--- config.mk ---
export PLATFORM = sky130hd
export DESIGN_NAME = nibble_swap_arbiter_flat
export DESIGN_NICKNAME = d
export VERILOG_FILES = /design/src/rtl/nibble_swap_arbiter_if.sv /design/src/rtl/nibble_swap_arbiter.sv /design/src/flat_wrapper.sv
export SDC_FILE = /design/constraint.sdc
export NUM_CORES = 1
export LEC_CHECK = 0
export ABC_CLOCK_PERIOD_IN_PS = 1800
export CORE_ASPECT_RATIO = 1.1
export CORE_UTILIZATION = 38
export CTS_CLUSTER_DIAMETER = 100
export DETAILED_ROUTE_END_ITERATION = 8
export GPL_ROUTABILITY_DRIVEN = 0
export PLACE_DENSITY = 0.77
export SLEW_MARGIN = 20
export SYNTH_ARGS = -nofsm -noshare
export SYNTH_HDL_FRONTEND = slang
export SYNTH_SLANG_ARGS = --single-unit
--- constraint.sdc ---
create_clock -name clk -period 1.8 [get_ports clk]
set_input_delay 0.18 -clock clk [delete_from_list [all_inputs] [get_ports clk]]
set_output_delay 0.18 -clock clk [all_outputs]
set_load 0.01 [all_outputs]
--- src/rtl/nibble_swap_arbiter_if.sv ---
// Valid/ready bundle between two byte requesters, the nibble-swap arbiter and
// its single consumer. The slave modport is the arbiter side.
interface nibble_swap_arbiter_if #(
   parameter int DATA_W = 8
);
   logic              in0_valid;
   logic [DATA_W-1:0] in0_data;
   logic              in0_ready;
   logic              in1_valid;
   logic [DATA_W-1:0] in1_data;
   logic              in1_ready;
   logic              bypass;
   logic              out_valid;
   logic [DATA_W-1:0] out_data;
   logic              out_src;
   logic              out_ready;

   modport master (
      output in0_valid, in0_data, in1_valid, in1_data, bypass, out_ready,
      input  in0_ready, in1_ready, out_valid, out_data, out_src
   );

   modport slave (
      input  in0_valid, in0_data, in1_valid, in1_data, bypass, out_ready,
      output in0_ready, in1_ready, out_valid, out_data, out_src
   );
endinterface

--- src/rtl/nibble_swap_arbiter.sv ---
// Two-input round-robin arbiter feeding one registered half-swap stage.
// Optional per-source grant counters are built when SWAP_STATS_EN is defined.
module nibble_swap_arbiter #(
   parameter int DATA_W = 8,
   parameter int CNT_W  = 8
) (
   input  logic                    clk,
   input  logic                    rst,
   nibble_swap_arbiter_if.slave    bus
`ifdef SWAP_STATS_EN
   ,
   input  logic                    stat_clr,
   output logic [CNT_W-1:0]        cnt0,
   output logic [CNT_W-1:0]        cnt1
`endif
);

   typedef enum logic [1:0] {
      GNT_NONE = 2'd0,
      GNT_0    = 2'd1,
      GNT_1    = 2'd2
   } grant_t;

   grant_t            w_grant;
   logic              w_load_en;
   logic              w_accept;
   logic [DATA_W-1:0] w_sel_data;
   logic [DATA_W-1:0] w_swapped;

   logic              r_out_valid;
   logic [DATA_W-1:0] r_out_data;
   logic              r_out_src;
   logic              r_last_grant;

   assign w_load_en = !r_out_valid || bus.out_ready;

   // NOTE: give every always_comb output a default first so no path infers a latch.
   always_comb begin
      w_grant = GNT_NONE;
      if (bus.in0_valid && bus.in1_valid) begin
         w_grant = r_last_grant ? GNT_0 : GNT_1;
      end else if (bus.in0_valid) begin
         w_grant = GNT_0;
      end else if (bus.in1_valid) begin
         w_grant = GNT_1;
      end
   end

   assign w_accept   = w_load_en && (w_grant != GNT_NONE);
   assign w_sel_data = (w_grant == GNT_1) ? bus.in1_data : bus.in0_data;
   assign w_swapped  = {w_sel_data[DATA_W/2-1:0], w_sel_data[DATA_W-1:DATA_W/2]};

   assign bus.in0_ready = w_load_en && (w_grant == GNT_0);
   assign bus.in1_ready = w_load_en && (w_grant == GNT_1);

   // NOTE: registers use non-blocking assignments so every flop samples pre-edge values.
   always_ff @(posedge clk or posedge rst) begin
      if (rst) begin
         r_out_valid  <= 1'b0;
         r_out_data   <= '0;
         r_out_src    <= 1'b0;
         r_last_grant <= 1'b1;
      end else if (w_load_en) begin
         if (w_accept) begin
            r_out_data   <= bus.bypass ? w_sel_data : w_swapped;
            r_out_src    <= (w_grant == GNT_1);
            r_out_valid  <= 1'b1;
            r_last_grant <= (w_grant == GNT_1);
         end else begin
            r_out_valid  <= 1'b0;
         end
      end
   end

   assign bus.out_valid = r_out_valid;
   assign bus.out_data  = r_out_data;
   assign bus.out_src   = r_out_src;

`ifdef SWAP_STATS_EN
   logic [CNT_W-1:0] r_cnt0;
   logic [CNT_W-1:0] r_cnt1;

   // Counters saturate at all-ones; clear wins over a same-cycle increment.
   always_ff @(posedge clk or posedge rst) begin
      if (rst) begin
         r_cnt0 <= '0;
         r_cnt1 <= '0;
      end else if (stat_clr) begin
         r_cnt0 <= '0;
         r_cnt1 <= '0;
      end else if (w_accept) begin
         if (w_grant == GNT_0 && r_cnt0 != '1) r_cnt0 <= r_cnt0 + CNT_W'(1);
         if (w_grant == GNT_1 && r_cnt1 != '1) r_cnt1 <= r_cnt1 + CNT_W'(1);
      end
   end

   assign cnt0 = r_cnt0;
   assign cnt1 = r_cnt1;
`else
   // CNT_W only sizes the statistics counters, which this build omits.
   if (CNT_W < 1) begin : g_cnt_w_unused
   end
`endif

endmodule

--- src/flat_wrapper.sv ---
// flat-port wrapper written by rule: the top's interface ports become plain ports
module nibble_swap_arbiter_flat 
#(
   parameter int DATA_W = 8,
   parameter int CNT_W  = 8
)
  (clk, rst, bus_in0_valid, bus_in0_data, bus_in1_valid, bus_in1_data, bus_bypass, bus_out_ready, bus_in0_ready, bus_in1_ready, bus_out_valid, bus_out_data, bus_out_src);
  nibble_swap_arbiter_if #(.DATA_W(DATA_W)) bus_i ();
  input  logic clk;
  input  logic rst;
  input wire logic [$bits(bus_i.in0_valid)-1:0] bus_in0_valid;
  input wire logic [$bits(bus_i.in0_data)-1:0] bus_in0_data;
  input wire logic [$bits(bus_i.in1_valid)-1:0] bus_in1_valid;
  input wire logic [$bits(bus_i.in1_data)-1:0] bus_in1_data;
  input wire logic [$bits(bus_i.bypass)-1:0] bus_bypass;
  input wire logic [$bits(bus_i.out_ready)-1:0] bus_out_ready;
  output wire logic [$bits(bus_i.in0_ready)-1:0] bus_in0_ready;
  output wire logic [$bits(bus_i.in1_ready)-1:0] bus_in1_ready;
  output wire logic [$bits(bus_i.out_valid)-1:0] bus_out_valid;
  output wire logic [$bits(bus_i.out_data)-1:0] bus_out_data;
  output wire logic [$bits(bus_i.out_src)-1:0] bus_out_src;
  assign bus_i.in0_valid = bus_in0_valid;
  assign bus_i.in0_data = bus_in0_data;
  assign bus_i.in1_valid = bus_in1_valid;
  assign bus_i.in1_data = bus_in1_data;
  assign bus_i.bypass = bus_bypass;
  assign bus_i.out_ready = bus_out_ready;
  assign bus_in0_ready = bus_i.in0_ready;
  assign bus_in1_ready = bus_i.in1_ready;
  assign bus_out_valid = bus_i.out_valid;
  assign bus_out_data = bus_i.out_data;
  assign bus_out_src = bus_i.out_src;
  nibble_swap_arbiter #(.DATA_W(DATA_W), .CNT_W(CNT_W)) u_core (.clk(clk), .rst(rst), .bus(bus_i));
endmodule
### Yosys cells after proc, flatten, opt, wreduce, memory -nomap -nowiden

Cells that the tools add are included.

| storage, ports and cells | value |
|---|---|
| flip-flop bits (word level) | 11 |
| input port bits | 22 |
| output and inout bits | 12 |
| word-level logic and storage cells | 21 |

| cells by class | value |
|---|---|
| equal/unequal tests | 2 |
| muxes and demuxes | 7 |
| reduce and logical (&&, ||, !) cells | 8 |

Operators with widths:

| cell | number |
|---|---|
| 2-to-1 mux 8 bit | 2 |
| 2-to-1 mux 2 bit | 4 |
| logical AND 1 bit | 4 |
| == test 2 x 1 -> 1 bit, second input constant | 1 |
| == test 2 bit, second input constant | 1 |
| AND reduction 2 bit | 1 |
| nonzero test 2 bit | 1 |
| zero test 1 bit | 1 |
| logical OR 1 bit | 1 |
| 2-to-1 mux 1 bit | 1 |

### Depth between registers and ports, before layout

| depth | value |
|---|---|
| depth after elaboration | 6 |
| mapped depth | 4 |
| depth with buffers taken out | 3 |

### Least setup slack after synthesis

Ideal clock, no wire load.

| path | value |
|---|---|
| kind | flip-flop to flip-flop |
| from | register u_core.r_last_grant |
| to | register u_core.r_out_data[0] (netlist: u_core.bus.out_data[0]) |
| setup time | 0.125 ns |
| arrival | 1.405 ns |
| required time | 1.675 ns |
| path slack | 0.270 ns |
| cell stages (with the launch flop) | 5 |
| clock period less this slack | 1.530 ns |
| cell sequence | dfstp_2 > a21boi_2 > buf_6 > mux4_2 > mux2_4 |

| between the ends | value |
|---|---|
| longest elaborated chain between the ends | 5 |

Ends and longest elaborated chain:

| item | RTL line | source |
|---|---|---|
| start, declared | nibble_swap_arbiter.sv:33 | `logic r_last_grant;` |
| start signal, assigned | nibble_swap_arbiter.sv:68 | `r_last_grant <= (w_grant == GNT_1);` |
| 2-to-1 mux 2 bit * | nibble_swap_arbiter.sv:41 | `w_grant = r_last_grant ? GNT_0 : GNT_1;` |
| 2-to-1 mux 2 bit * | nibble_swap_arbiter.sv:40 | `if (bus.in0_valid && bus.in1_valid) begin` |
| == test 2 bit / nonzero test 2 bit (equally long branches) | nibble_swap_arbiter.sv:50, nibble_swap_arbiter.sv:49 |  |
| 2-to-1 mux 8 bit / logical AND 1 bit (equally long branches) | nibble_swap_arbiter.sv:50, nibble_swap_arbiter.sv:49 |  |
| 2-to-1 mux 8 bit / AND reduction 2 bit (equally long branches) | - |  |
| end signal, assigned | nibble_swap_arbiter.sv:65 | `r_out_data <= bus.bypass ? w_sel_data : w_swapped;` |
| end, declared | nibble_swap_arbiter.sv:31 | `logic [DATA_W-1:0] r_out_data;` |

Mark *: on every way between the ends. The rest lies on a longest branch, timed or not.
A chain may end at the register's enable or synchronous reset.

### Worst setup path after layout

| path | value |
|---|---|
| from | input port bus_in1_valid |
| to | output port bus_in1_ready |

| between the ends | value |
|---|---|
| longest elaborated chain between the ends | 5 |

Ends and longest elaborated chain:

| item | RTL line | source |
|---|---|---|
| start, declared | flat_wrapper.sv:13 | `input wire logic [$bits(bus_i.in1_valid)-1:0] bus_in1_valid;` |
| 2-to-1 mux 2 bit | nibble_swap_arbiter.sv:44 | `end else if (bus.in1_valid) begin` |
| 2-to-1 mux 2 bit | nibble_swap_arbiter.sv:42 | `end else if (bus.in0_valid) begin` |
| 2-to-1 mux 2 bit * | nibble_swap_arbiter.sv:40 |  |
| == test 2 bit * | nibble_swap_arbiter.sv:54 | `assign bus.in1_ready = w_load_en && (w_grant == GNT_1);` |
| logical AND 1 bit * | nibble_swap_arbiter.sv:54 |  |
| end, declared | flat_wrapper.sv:18 | `output wire logic [$bits(bus_i.in1_ready)-1:0] bus_in1_ready;` |

Marked as above.

==> flow_metrics.env <==
export IMPL_r2r_end="u_core.bus.out_data[3]"
export IMPL_p_sw_w=0.000223
export IMPL_reg2reg_slack_ns=0.16
export IMPL_start_util=0.416
export IMPL_antenna_found_initial=0
export IMPL_antenna_cells=0
export IMPL_ys_seq_area_frac=0.412
export IMPL_cts_hold_buf=0
export IMPL_crit_arrival_ns=1.61
export IMPL_setup_viol=0
export IMPL_rr_worst_depth=4
export IMPL_fin_crit_sh=0.992
export IMPL_cts_tree="yes"
export IMPL_clock_path_buffers=2
export IMPL_first_pass_iters=2
export IMPL_whs_ns=0.193
export IMPL_fp_coreArea_sq_um=1610
export IMPL_worstSetupPathType="in -> out"
export IMPL_p_sw_frac=0.260
export IMPL_hold_violations=0
export IMPL_drt_wl_total_mm=1.45
export IMPL_synth_compound_area_frac=0.0633
export IMPL_muxShareOfSynthArea=0.447
export IMPL_drc_errors=0
export IMPL_cts_buffers=3
export IMPL_syn_area_sq_um=672
export IMPL_dieHeight_microns=46.1
export IMPL_clockPowerShare=0.190
export IMPL_synth_xor_area_share=0
export IMPL_wl_per_cell_microns=14.5
export IMPL_crit_fanout=2
export IMPL_dp_slack_ns=-0.154
export IMPL_overflow=0
export IMPL_hpwl_mm=1.15
export IMPL_synth_cell_types=17
export IMPL_track_usage=0.168
export IMPL_max_cap_violations=0
export IMPL_synthAdderAreaFrac=0
export IMPL_io_buffers=33
export IMPL_yosys_area_share_simple=0.0372
export IMPL_syn_instance_count=43
export IMPL_finalWorstSetupSlack_ns=0.0146
export IMPL_grt_start_max_net_pins=12
export IMPL_maxSlewViolCount=0
export IMPL_final_layout_size_suffix_gt1_frac=0.337
export IMPL_filler_cell_count=134
export IMPL_htree_levels=1
export IMPL_via_per_inst=5.31
export IMPL_slew_headroom=0.734
export IMPL_end_kind="primary output"
export IMPL_p_per_area_nw_per_um2=773
export IMPL_syn_nets=65
export IMPL_seq_power_share=0.389
export IMPL_grt_first_pass_wirelength_mm=2.34
export IMPL_clk_latency_ns=0.26
export IMPL_power_w=0.000858
export IMPL_drt_iter0_drc=7
export IMPL_ir_worst_vdd_uv=345
export IMPL_hp_class="in -> async"
export IMPL_pwr_share_comb=0.420
export IMPL_num_vias=531
export IMPL_reg2reg_from="u_core.r_last_grant"
export IMPL_skew_ns=0.00425
export IMPL_num_nets_final=106
export IMPL_startpoint_type="input port"
export IMPL_tightestPinTransition_ns=0.398
export IMPL_fin_crit_ns=1.79
export IMPL_ys_seq_elements=11
export IMPL_leakage_nw=0.481
export IMPL_syn_to_final_growth_pct=65.2
export IMPL_yosysWarnings=0
export IMPL_cts_num_sinks=11
export IMPL_avgSynthCellArea_sq_um=15.6
export IMPL_status="complete, no violations"
export IMPL_grt_pass1_vias=540
export IMPL_clkTransAtPathRegs_ns=0.07
export IMPL_clock_fmax_ghz=0.560
export IMPL_die_area_sq_um=1940
export IMPL_rows=15
export IMPL_p_int_w=0.000634
export IMPL_die_w_microns=42.1
export IMPL_synth_top_family_by_area="multiplexers"
export IMPL_ant_nets=0
export IMPL_root_buffer="clkbuf_4"
export IMPL_ios=34
export IMPL_required_ns=1.62
==> cells in the mapped netlist <==
cell      instances  share of area
dfrtp_1          10           0.37
mux2_4            8           0.18
mux4_2            8           0.27
a21oi_1           2          0.015
inv_1             2          0.011
nand2_1           2          0.011
a21boi_2          1          0.017
a21o_1            1          0.011
a31oi_1           1         0.0093
and2_2            1          0.011
buf_6             1          0.017
clkbuf_1          1         0.0056
clkbuf_2          1         0.0074
dfstp_2           1          0.039
nand2b_1          1         0.0093
nor2_1            1         0.0056
o21a_1            1          0.011
==> power groups by stage <==
stage | sequential [W] | clock [W] | combinational, W
finish | 0.000334 | 0.000163 | 0.000361
global route | 0.000340 | 0.000182 | 0.000383
CTS | 0.000332 | 0.000172 | 0.000354
detailed placement | 0.000336 | 0 | 0.000353
global placement | 0.000335 | 0 | 0.000346
floorplan | 0.000352 | 0 | 0.000152
==> logic make-up after synthesis <==
family | after synthesis
compound gates | 6
buf+inv | 5
flops | 11
mux | 16
simple gates | 5
==> worst max path at each step <==
stage                                   endpoint  slack, ns  cells past startpoint                 from
after global placement    u_core.bus.out_data[5]      -0.14                      5        bus_in1_valid
after global routing               bus_in1_ready      -0.02                      4        bus_in1_valid
after CTS                          bus_in1_ready      0.008                      4        bus_in1_valid
after floorplan           u_core.bus.out_data[0]       0.27                      4  u_core.r_last_grant
after detailed placement  u_core.bus.out_data[6]      -0.15                      5        bus_in1_valid
final                              bus_in1_ready       0.01                      4        bus_in1_valid
==> metal layers <==
metal / up-vias / track usage / wire [microns] / share of wire
li1: 246 / - / - / -
met1: 264 / 0.195 / 597 / 0.41
met2: 19 / 0.303 / 775 / 0.54
met3: 2 / 0.0157 / 59 / 0.041
met4: 0 / 0.113 / 17 / 0.012
met5: - / 0 / 0 / 0
==> placed cells by master, fill, tap and decap left out <==
| cell type | n |
|---|---|
| buf_4 | 4 |
| clkbuf_1 | 1 |
| dfstp_2 | 1 |
| dfrtp_1 | 10 |
| buf_12 | 2 |
| clkdlybuf4s50_1 | 32 |
| nand2b_1 | 1 |
| dlymetal6s2s_1 | 1 |
| o21a_1 | 1 |
| a21o_1 | 1 |
| a31oi_1 | 1 |
| a21oi_1 | 2 |
| nand2_1 | 2 |
| and2_2 | 1 |
| mux2_4 | 8 |
| inv_1 | 2 |
| nor2_1 | 1 |
| mux4_2 | 8 |
| a21boi_4 | 1 |
| clkbuf_4 | 3 |
==> sequential cells by signal, summed over array words and instances (netlist names) <==
| register | count |
|---|---|
| u_core.r_last_grant | 1 |
| u_core.bus.out_src | 1 |
| u_core.bus.out_data | 8 |
| u_core.bus.out_valid | 1 |
==> layout make-up <==
type / instances / area, sq um / area share
repair buffers: 39 / 403 / 0.363
multi-input cells: 27 / 375 / 0.338
flip-flops and latches: 11 / 277 / 0.249
clock buffers: 4 / 26.3 / 0.0237
well taps: 17 / 21.3 / 0.0192
inverters: 2 / 7.51 / 0.00676
==> metrics by stage <==
| step | area, sq um | utilization | TNS [ns] | cells |
|---|---|---|---|---|
| global placement | 1070 | 0.660 | -1.05 | 95 |
| CTS | 1090 | 0.677 | 0 | 99 |
| detailed placement | 1070 | 0.660 | -1.07 | 95 |
| finish | 1110 | 0.688 | 0 | 100 |
| floorplan | 672 | - | 0 | 43 |
| global route | 1110 | 0.688 | -0.0225 | 100 |
==> worst max-delay path, stage by stage <==
cell and delay, ns:
clkdlybuf4s50_1 0.49, a21boi_4 0.23, and2_2 0.18, clkdlybuf4s50_1 0.52
==> what timing repair did <==
| action | CTS | global route |
|---|---|---|
| endpoints found under the setup margin | 0 | 2 |
| gates resized for setup | 0 | 2 |
| setup buffers | 0 | 1 |
Note: power is estimated with default switching activity, not from simulation.
